===== src/rtl/csr_trap_ctrl.sv =====
// Machine-mode trap sequencer: writes mepc/mcause/mtval/mstatus (or mstatus for mret) one per cycle, then redirects.
// Optional: define CSR_TRAP_VECTORED_EN to vector interrupts to base + 4*code when mtvec.MODE == 2'b01.
module csr_trap_ctrl #(
  parameter int         XLEN     = 64,
  parameter int         EXC_W    = 4,
  parameter logic [1:0] MRET_MPP = 2'b00
) (
  input  logic             clk,
  input  logic             reset,
  input  logic             commit_valid,
  input  logic [XLEN-1:0]  commit_pc,
  input  logic             commit_exc,
  input  logic [EXC_W-1:0] commit_cause,
  input  logic [XLEN-1:0]  commit_tval,
  input  logic             commit_mret,
  input  logic             trint,
  input  logic             swint,
  input  logic             exint,
  input  logic [XLEN-1:0]  mstatus_i,
  input  logic [XLEN-1:0]  mie_i,
  input  logic [XLEN-1:0]  mtvec_i,
  input  logic [XLEN-1:0]  mepc_i,
  output logic             csr_we,
  output logic [11:0]      csr_waddr,
  output logic [XLEN-1:0]  csr_wdata,
  output logic             stall,
  output logic             redirect_valid,
  output logic [XLEN-1:0]  redirect_pc
);

  typedef enum logic [2:0] {
    IDLE,
    W_MEPC,
    W_MCAUSE,
    W_MTVAL,
    W_MSTATUS,
    M_STATUS,
    REDIRECT
  } state_t;

  localparam logic [11:0] ADDR_MSTATUS = 12'h300;
  localparam logic [11:0] ADDR_MEPC    = 12'h341;
  localparam logic [11:0] ADDR_MCAUSE  = 12'h342;
  localparam logic [11:0] ADDR_MTVAL   = 12'h343;

  state_t          state;
  logic [XLEN-1:0] cause_q;
  logic [XLEN-1:0] tval_q;
  logic [XLEN-1:0] mstatus_q;
  logic [XLEN-1:0] mtvec_q;
  logic [XLEN-1:0] mepc_q;

  logic            pend_e, pend_s, pend_t;
  logic            int_take;
  logic [3:0]      int_code;
  logic            accept_exc, accept_mret, accept_int;
  logic [XLEN-1:0] exc_cause;
  logic [XLEN-1:0] int_cause;
  logic [XLEN-1:0] trap_status;
  logic [XLEN-1:0] mret_status;
  logic [XLEN-1:0] trap_target;
  logic            unused_bits;

  // Event selection: exception beats mret, which beats any interrupt (external > software > timer).
  always_comb begin
    pend_e   = exint & mie_i[11];
    pend_s   = swint & mie_i[3];
    pend_t   = trint & mie_i[7];
    int_code = 4'd0;
    if (pend_e)      int_code = 4'd11;
    else if (pend_s) int_code = 4'd3;
    else if (pend_t) int_code = 4'd7;
    int_take    = mstatus_i[3] & (pend_e | pend_s | pend_t);
    accept_exc  = commit_valid & commit_exc;
    accept_mret = commit_valid & ~commit_exc & commit_mret;
    accept_int  = commit_valid & ~commit_exc & ~commit_mret & int_take;

    exc_cause = {{(XLEN-EXC_W){1'b0}}, commit_cause};
    int_cause = {{(XLEN-4){1'b0}}, int_code};
    int_cause[XLEN-1] = 1'b1;
  end

  // mstatus update values; mret data is needed on the accept cycle so it uses the live CSR value.
  always_comb begin
    trap_status        = mstatus_q;
    trap_status[7]     = mstatus_q[3];
    trap_status[3]     = 1'b0;
    trap_status[12:11] = 2'b11;

    mret_status        = mstatus_i;
    mret_status[3]     = mstatus_i[7];
    mret_status[7]     = 1'b1;
    mret_status[12:11] = MRET_MPP;
  end

  always_comb begin
    trap_target = {mtvec_q[XLEN-1:2], 2'b00};
`ifdef CSR_TRAP_VECTORED_EN
    if (cause_q[XLEN-1] && (mtvec_q[1:0] == 2'b01))
      trap_target = {mtvec_q[XLEN-1:2], 2'b00} + {{(XLEN-6){1'b0}}, cause_q[3:0], 2'b00};
`endif
  end

  assign unused_bits = ^{mie_i, mtvec_q[1:0]};

  // Outputs are registered: each branch loads the values that belong to the state being entered.
  always_ff @(posedge clk) begin
    if (reset) begin
      state          <= IDLE;
      cause_q        <= '0;
      tval_q         <= '0;
      mstatus_q      <= '0;
      mtvec_q        <= '0;
      mepc_q         <= '0;
      csr_we         <= 1'b0;
      csr_waddr      <= '0;
      csr_wdata      <= '0;
      stall          <= 1'b0;
      redirect_valid <= 1'b0;
      redirect_pc    <= '0;
    end else begin
      csr_we         <= 1'b0;
      csr_waddr      <= '0;
      csr_wdata      <= '0;
      redirect_valid <= 1'b0;
      redirect_pc    <= '0;
      stall          <= 1'b1;
      case (state)
        IDLE: begin
          if (accept_exc || accept_int) begin
            state     <= W_MEPC;
            cause_q   <= accept_exc ? exc_cause : int_cause;
            tval_q    <= accept_exc ? commit_tval : '0;
            mstatus_q <= mstatus_i;
            mtvec_q   <= mtvec_i;
            mepc_q    <= mepc_i;
            csr_we    <= 1'b1;
            csr_waddr <= ADDR_MEPC;
            csr_wdata <= commit_pc;
          end else if (accept_mret) begin
            state     <= M_STATUS;
            mstatus_q <= mstatus_i;
            mtvec_q   <= mtvec_i;
            mepc_q    <= mepc_i;
            csr_we    <= 1'b1;
            csr_waddr <= ADDR_MSTATUS;
            csr_wdata <= mret_status;
          end else begin
            stall <= 1'b0;
          end
        end
        W_MEPC: begin
          state     <= W_MCAUSE;
          csr_we    <= 1'b1;
          csr_waddr <= ADDR_MCAUSE;
          csr_wdata <= cause_q;
        end
        W_MCAUSE: begin
          state     <= W_MTVAL;
          csr_we    <= 1'b1;
          csr_waddr <= ADDR_MTVAL;
          csr_wdata <= tval_q;
        end
        W_MTVAL: begin
          state     <= W_MSTATUS;
          csr_we    <= 1'b1;
          csr_waddr <= ADDR_MSTATUS;
          csr_wdata <= trap_status;
        end
        W_MSTATUS: begin
          state          <= REDIRECT;
          redirect_valid <= 1'b1;
          redirect_pc    <= trap_target;
        end
        M_STATUS: begin
          state          <= REDIRECT;
          redirect_valid <= 1'b1;
          redirect_pc    <= mepc_q;
        end
        REDIRECT: begin
          state <= IDLE;
          stall <= 1'b0;
        end
        default: begin
          state <= IDLE;
          stall <= 1'b0;
        end
      endcase
    end
  end

endmodule


===== config.mk =====
export PLATFORM = sky130hd
export DESIGN_NAME = csr_trap_ctrl
export DESIGN_NICKNAME = d
export VERILOG_FILES = /design/src/rtl/csr_trap_ctrl.sv
export SDC_FILE = /design/constraint.sdc
export NUM_CORES = 1
export LEC_CHECK = 0
export CAP_MARGIN = 20
export CORE_AREA = 2 2 210 212
export DETAILED_ROUTE_END_ITERATION = 8
export DIE_AREA = 0 0 212 214
export MAX_ROUTING_LAYER = met4
export PLACE_DENSITY = 0.61
export SKIP_CTS_REPAIR_TIMING = 1
export SYNTH_ARGS = -nofsm -noshare
export SYNTH_HDL_FRONTEND = slang
export SYNTH_SLANG_ARGS = --single-unit
export TNS_END_PERCENT = 30

===== constraint.sdc =====
create_clock -name clk -period 3 [get_ports clk]
set_input_delay 0.6 -clock clk [delete_from_list [all_inputs] [get_ports clk]]
set_output_delay 0.6 -clock clk [all_outputs]
set_load 0.01 [all_outputs]

Word-level counts from Yosys, hierarchy flattened
Index checks and enable logic that the tools add are counted.
- input bits: 396
- word-level logic and storage cells: 65
- flip-flop bits (word level): 466
- bitwise gates (word level): 13
- mux-type cells: 26
- eq/ne operators: 6
- reduce and logical (&&, ||, !) cells: 8
- operators by type and width (cell ; count):
    two-way mux 64 bit ; 10
    one-hot mux 64 bit (4 select lines) ; 1
    one-hot mux 64 bit (2 select lines) ; 1
    one-hot mux 10 bit (4 select lines) ; 1
    two-way mux 10 bit ; 2
    one-hot mux 3 bit (5 select lines) ; 1
    two-way mux 3 bit ; 4
    AND 1 bit ; 9
    equality test 3 x 2 -> 1 bit, second input constant ; 2
    equality test 3 bit, second input constant ; 2
    OR reduction 5 bit ; 1
    two-way mux 4 bit ; 1
    one-hot mux 1 bit (2 select lines) ; 2
    AND reduction 2 bit ; 2
    equality test 3 x 1 -> 1 bit, second input constant ; 1
    logical NOT 3 bit ; 1
    two-way mux 1 bit ; 3
    != test 3 bit, second input constant ; 1
    OR reduction 3 bit ; 1
    NOT 1 bit ; 2
    OR 1 bit ; 2
    nonzero test 2 bit ; 1
    OR reduction 2 bit ; 1
    logical OR 1 bit ; 1

Longest topological paths before layout
- depth in word-level cells: 8
- gate-level depth with buffers: 9
- depth with buffers taken out: 4

Least setup slack after synthesis
Ideal clock, no wire load.
- path type: input to register
- start point: in exint
- end point: reg csr_wdata[0]
- setup time: 0.125 ns
- stages on the path: 6
- path buffers: 2
- arrival: 2.157 ns
- path slack: 0.718 ns
- required time: 2.875 ns
- path through: a222oi_1 -> o21a_1 -> nor3_1 -> buf_2 -> buf_1 -> o2bb2ai_1
- longest elaborated chain between the ends: 8
- ends and longest elaborated chain (element ; line ; RTL):
    start: declaration ; 18 ; input logic exint,
    AND 1 bit ; 66 ; pend_e = exint & mie_i[11];
    OR 1 bit (2 in series) ; 73 ; int_take = mstatus_i[3] & (pend_e | pend_s | pend_t);
    AND 1 bit ; 73 ;
    AND 1 bit ; 76 ; accept_int = commit_valid & ~commit_exc & ~commit_mret & int_take;
    logical OR 1 bit ; 130 ; if (accept_exc || accept_int) begin
    two-way mux 64 bit ; 130 ;
    one-hot mux 64 bit (4 select lines) ; 128 ; case (state)
    end signal: assignment ; 139 ; csr_wdata <= commit_pc;
    end signal: assignment ; 147 ; csr_wdata <= mret_status;
    end signal: assignment ; 156 ; csr_wdata <= cause_q;
    end: declaration ; 25 ; output logic [XLEN-1:0] csr_wdata,
No other way between the ends.
A chain may end at the register's enable or synchronous reset.

Final worst setup path
- start point: reg state[2]
- end point: reg csr_wdata[2]
- longest elaborated chain between the ends: 2
- ends and longest elaborated chain (element ; line ; RTL):
    start: declaration ; 46 ; state_t state;
    start signal: assignment ; 109 ; state <= IDLE;
    start signal: assignment ; 131 ; state <= W_MEPC;
    start signal: assignment ; 141 ; state <= M_STATUS;
    equality test 3 x 2 -> 1 bit (tied with other cells) ; 128 ;
    one-hot mux 64 bit (4 select lines) * ; 128 ;
Mark *: on every way between the ends. The rest lies on a longest branch, timed or not.

==> flow_summary.toml <==
[outcome]
run_status = "finished clean"

[timing]
skew_ps = 19.7
hold_viol = 0
timing.fmax_mhz = 423
worst_pin_slew_ps = 1020
setup_viol = 0
fin_crit_sh = 0.789
slew_violations = 0
tns_ps = 0
fin_crit_ps = 2370
rsz0062_at_grt = "no"
max-slew-margin-rel = 0.320

[route]
drt_wl_total_um = 47000
drtIter0Drc = 990
wl_per_cell_um = 18.6
via_per_inst = 4.99
drcViolationCount = 0
vias = 12621
antenna_left = 0
drt-pass1-iter-count = 8

[pwr]
cellPowerDensity_mw_per_mm2 = 641
p_leak_nw = 7.34
power_w = 0.0132
peakVddDrop_uv = 400

[cells_and_area]
final_nets = 2301
syn2layout_area_growth_pct = 48.5
drive_above_1_share = 0.0651
fill_cells = 4042
multi_input_area_mm2 = 0.00533
regArea_mm2 = 0.00789

[grt]
track_usage = 0.206
grt_pass1_vias = 12446
grt-ovfl-total = 0
antenna_found_initial = 9
grt_first_pass_wirelength_um = 70900
grt_max_degree = 204

[clocking]
cts_sinks = 394
root_buffer = "clkbuf_16"
clk_latency_ps = 570
cts_buffer_depth = 3
cts_buffers = 42
htree_levels = 2
clkSlewWorstSetupHoldPaths_ps = 60
cts_tree = "done"

[worst_setup_path]
critPathArrivalTime_ps = 2850
crit_chain = "nor4b_2 > and3_2 > a222oi_1 > buf_4 > o2bb2ai_1"
endpoint_kind = "flop"
critPathMaxStageDelay_ps = 790
worstSetupEndpoint = "csr_wdata[2]$_SDFF_PP0_"
reg2regPathDepth = 5
required_ps = 3480
crit_type = "flop to flop"
r2r_slack_ps = 630
cp_max_fo = 33
startpoint = "state[2]$_SDFFE_PP0P_"
r2r_start = "state[2]$_SDFFE_PP0P_"
worstSetupStartpointType = "flop"
r2r-end = "csr_wdata[2]$_SDFF_PP0_"
crit_slowest_cell = "and3_2"

[die]
rows = 76
fp.dieW_um = 212
die_area_mm2 = 0.0454
start_util = 0.324
die_h_um = 214
core_mm2 = 0.0429
ios = 539

[yosys]
synth_area_mm2 = 0.0139
synthArstFlopShare = 0
synth_commonest_cells = "dfxtp_1 (394), nand2_1 (379), a21oi_1 (196)"
synth.distinct_cells = 40
ys.flop_type = "dfxtp_1"
ys_ff_latch = 394
yosys-top-cells-area = "dfxtp_1 (57%), nand2_1 (10%), a21oi_1 (7.1%), a222oi_1 (4.5%), a22o_1 (4.0%)"
yosysMostFrequentCell = "dfxtp_1"
synth_top_area_share = 0.567
yosysWarnings = 0
synthCells = 1488
yosys.area.top_type = "dfxtp_1"
syn_area_per_cell_um2 = 9.35
synth_edf_count = 0
yosysSeqAreaShare = 0.567

[place]
gp_congestion = 0.838
io_buffer_count = 466
dp_hpwl_um = 31700

[worst_hold_path]
holdCritPathClass = "flop to flop"

[flow_run]
drv_cap = 0
[per-layer routing]
layer,wire length (um),track usage,up-vias
met4,1440,0.0756,0
met2,21400,0.318,491
li1,-,-,6107
met1,19100,0.240,5935
met3,5040,0.0820,88
met5,0,-,-
[registers in the layout, summed over array words and instances (netlist names)]
register and cells:
csr_wdata 64, mepc_q 64, redirect_pc 64, tval_q 64, mtvec_q 62, mstatus_q 61
cause_q 5, csr_waddr 4, state 3, csr_we 1, redirect_valid 1, stall 1
[cell usage in the layout, fill, tap and decap left out, drive strengths merged, types with 2 or more instances in the layout]
master	instances
or2	2
nand3	2
o21a	5
mux2	4
nand2	379
clkbuf	69
clkdlybuf4s50	465
nor3	3
bufinv	4
o2bb2ai	64
and2	2
clkinv	3
a22o	64
diode	9
o21ai	4
buf	43
a21oi	197
and3	3
conb	7
nand2b	2
inv	4
dfxtp	394
a311oi	2
a22oi	63
a222oi	62
nor2	76
[how the worst min path moves through the flow]
stage                                           from                         end  depth (start not counted)
after detailed placement  mstatus_q[50]$_SDFFE_PP0P_  mstatus_q[50]$_SDFFE_PP0P_                          2
after global routing        mtvec_q[54]$_SDFFE_PP0P_    mtvec_q[54]$_SDFFE_PP0P_                          2
final                        mepc_q[50]$_SDFFE_PP0P_     mepc_q[50]$_SDFFE_PP0P_                          2
after floorplan               mepc_q[0]$_SDFFE_PP0P_      mepc_q[0]$_SDFFE_PP0P_                          2
after global placement     mstatus_q[1]$_SDFFE_PP0P_   mstatus_q[1]$_SDFFE_PP0P_                          2
after CTS                    mepc_q[22]$_SDFFE_PP0P_     mepc_q[22]$_SDFFE_PP0P_                          2
[cell type report]
class | instances | share of cell area
Multi-Input combinational cell | 954 | 0.258
Clock inverter | 7 | 0.00654
Timing Repair Buffer | 509 | 0.253
Inverter | 4 | 0.000727
Clock buffer | 68 | 0.0640
Antenna cell | 9 | 0.00109
Tap cell | 585 | 0.0354
Sequential cell | 394 | 0.382
[per-stage QoR]
stage / instance area (um^2) / hold slack (ps) / util / instances / setup slack (ps)
floorplan: 13900 / 432 / - / 1494 / 718
global placement: 19200 / 439 / 0.447 / 2446 / 150
detailed placement: 19200 / 446 / 0.447 / 2446 / 123
CTS: 20600 / 454 / 0.481 / 2521 / 634
global route: 20700 / 466 / 0.482 / 2530 / 506
finish: 20700 / 452 / 0.482 / 2530 / 634
[logic make-up (layout without fill, tap and decap cells)]
logic type | Yosys count | in the layout | share of synthesized area
mux | 4 | 4 | 0.00324
flops | 394 | 394 | 0.567
other cells | 1 | 16 | 0.000270
simple gates | 474 | 474 | 0.132
buf+inv | 146 | 588 | 0.0553
compound gates | 469 | 469 | 0.243
[critical path: cells and delay by family (launching register included)]
family / cells / cell delay, ps
AOI/OAI and AO/OA: 2 / 400
buffers and inverters: 1 / 210
DFF: 1 / 460
and+or+nand+nor: 2 / 1190
[where the power goes]
group | internal [W] | switching [W] | leakage, nW
sequential | 0.00561 | 0.000184 | 3.21
clock | 0.00335 | 0.00211 | 0.716
combinational | 0.000977 | 0.00102 | 3.41
No activity file was read; power rests on OpenSTA's default activity.
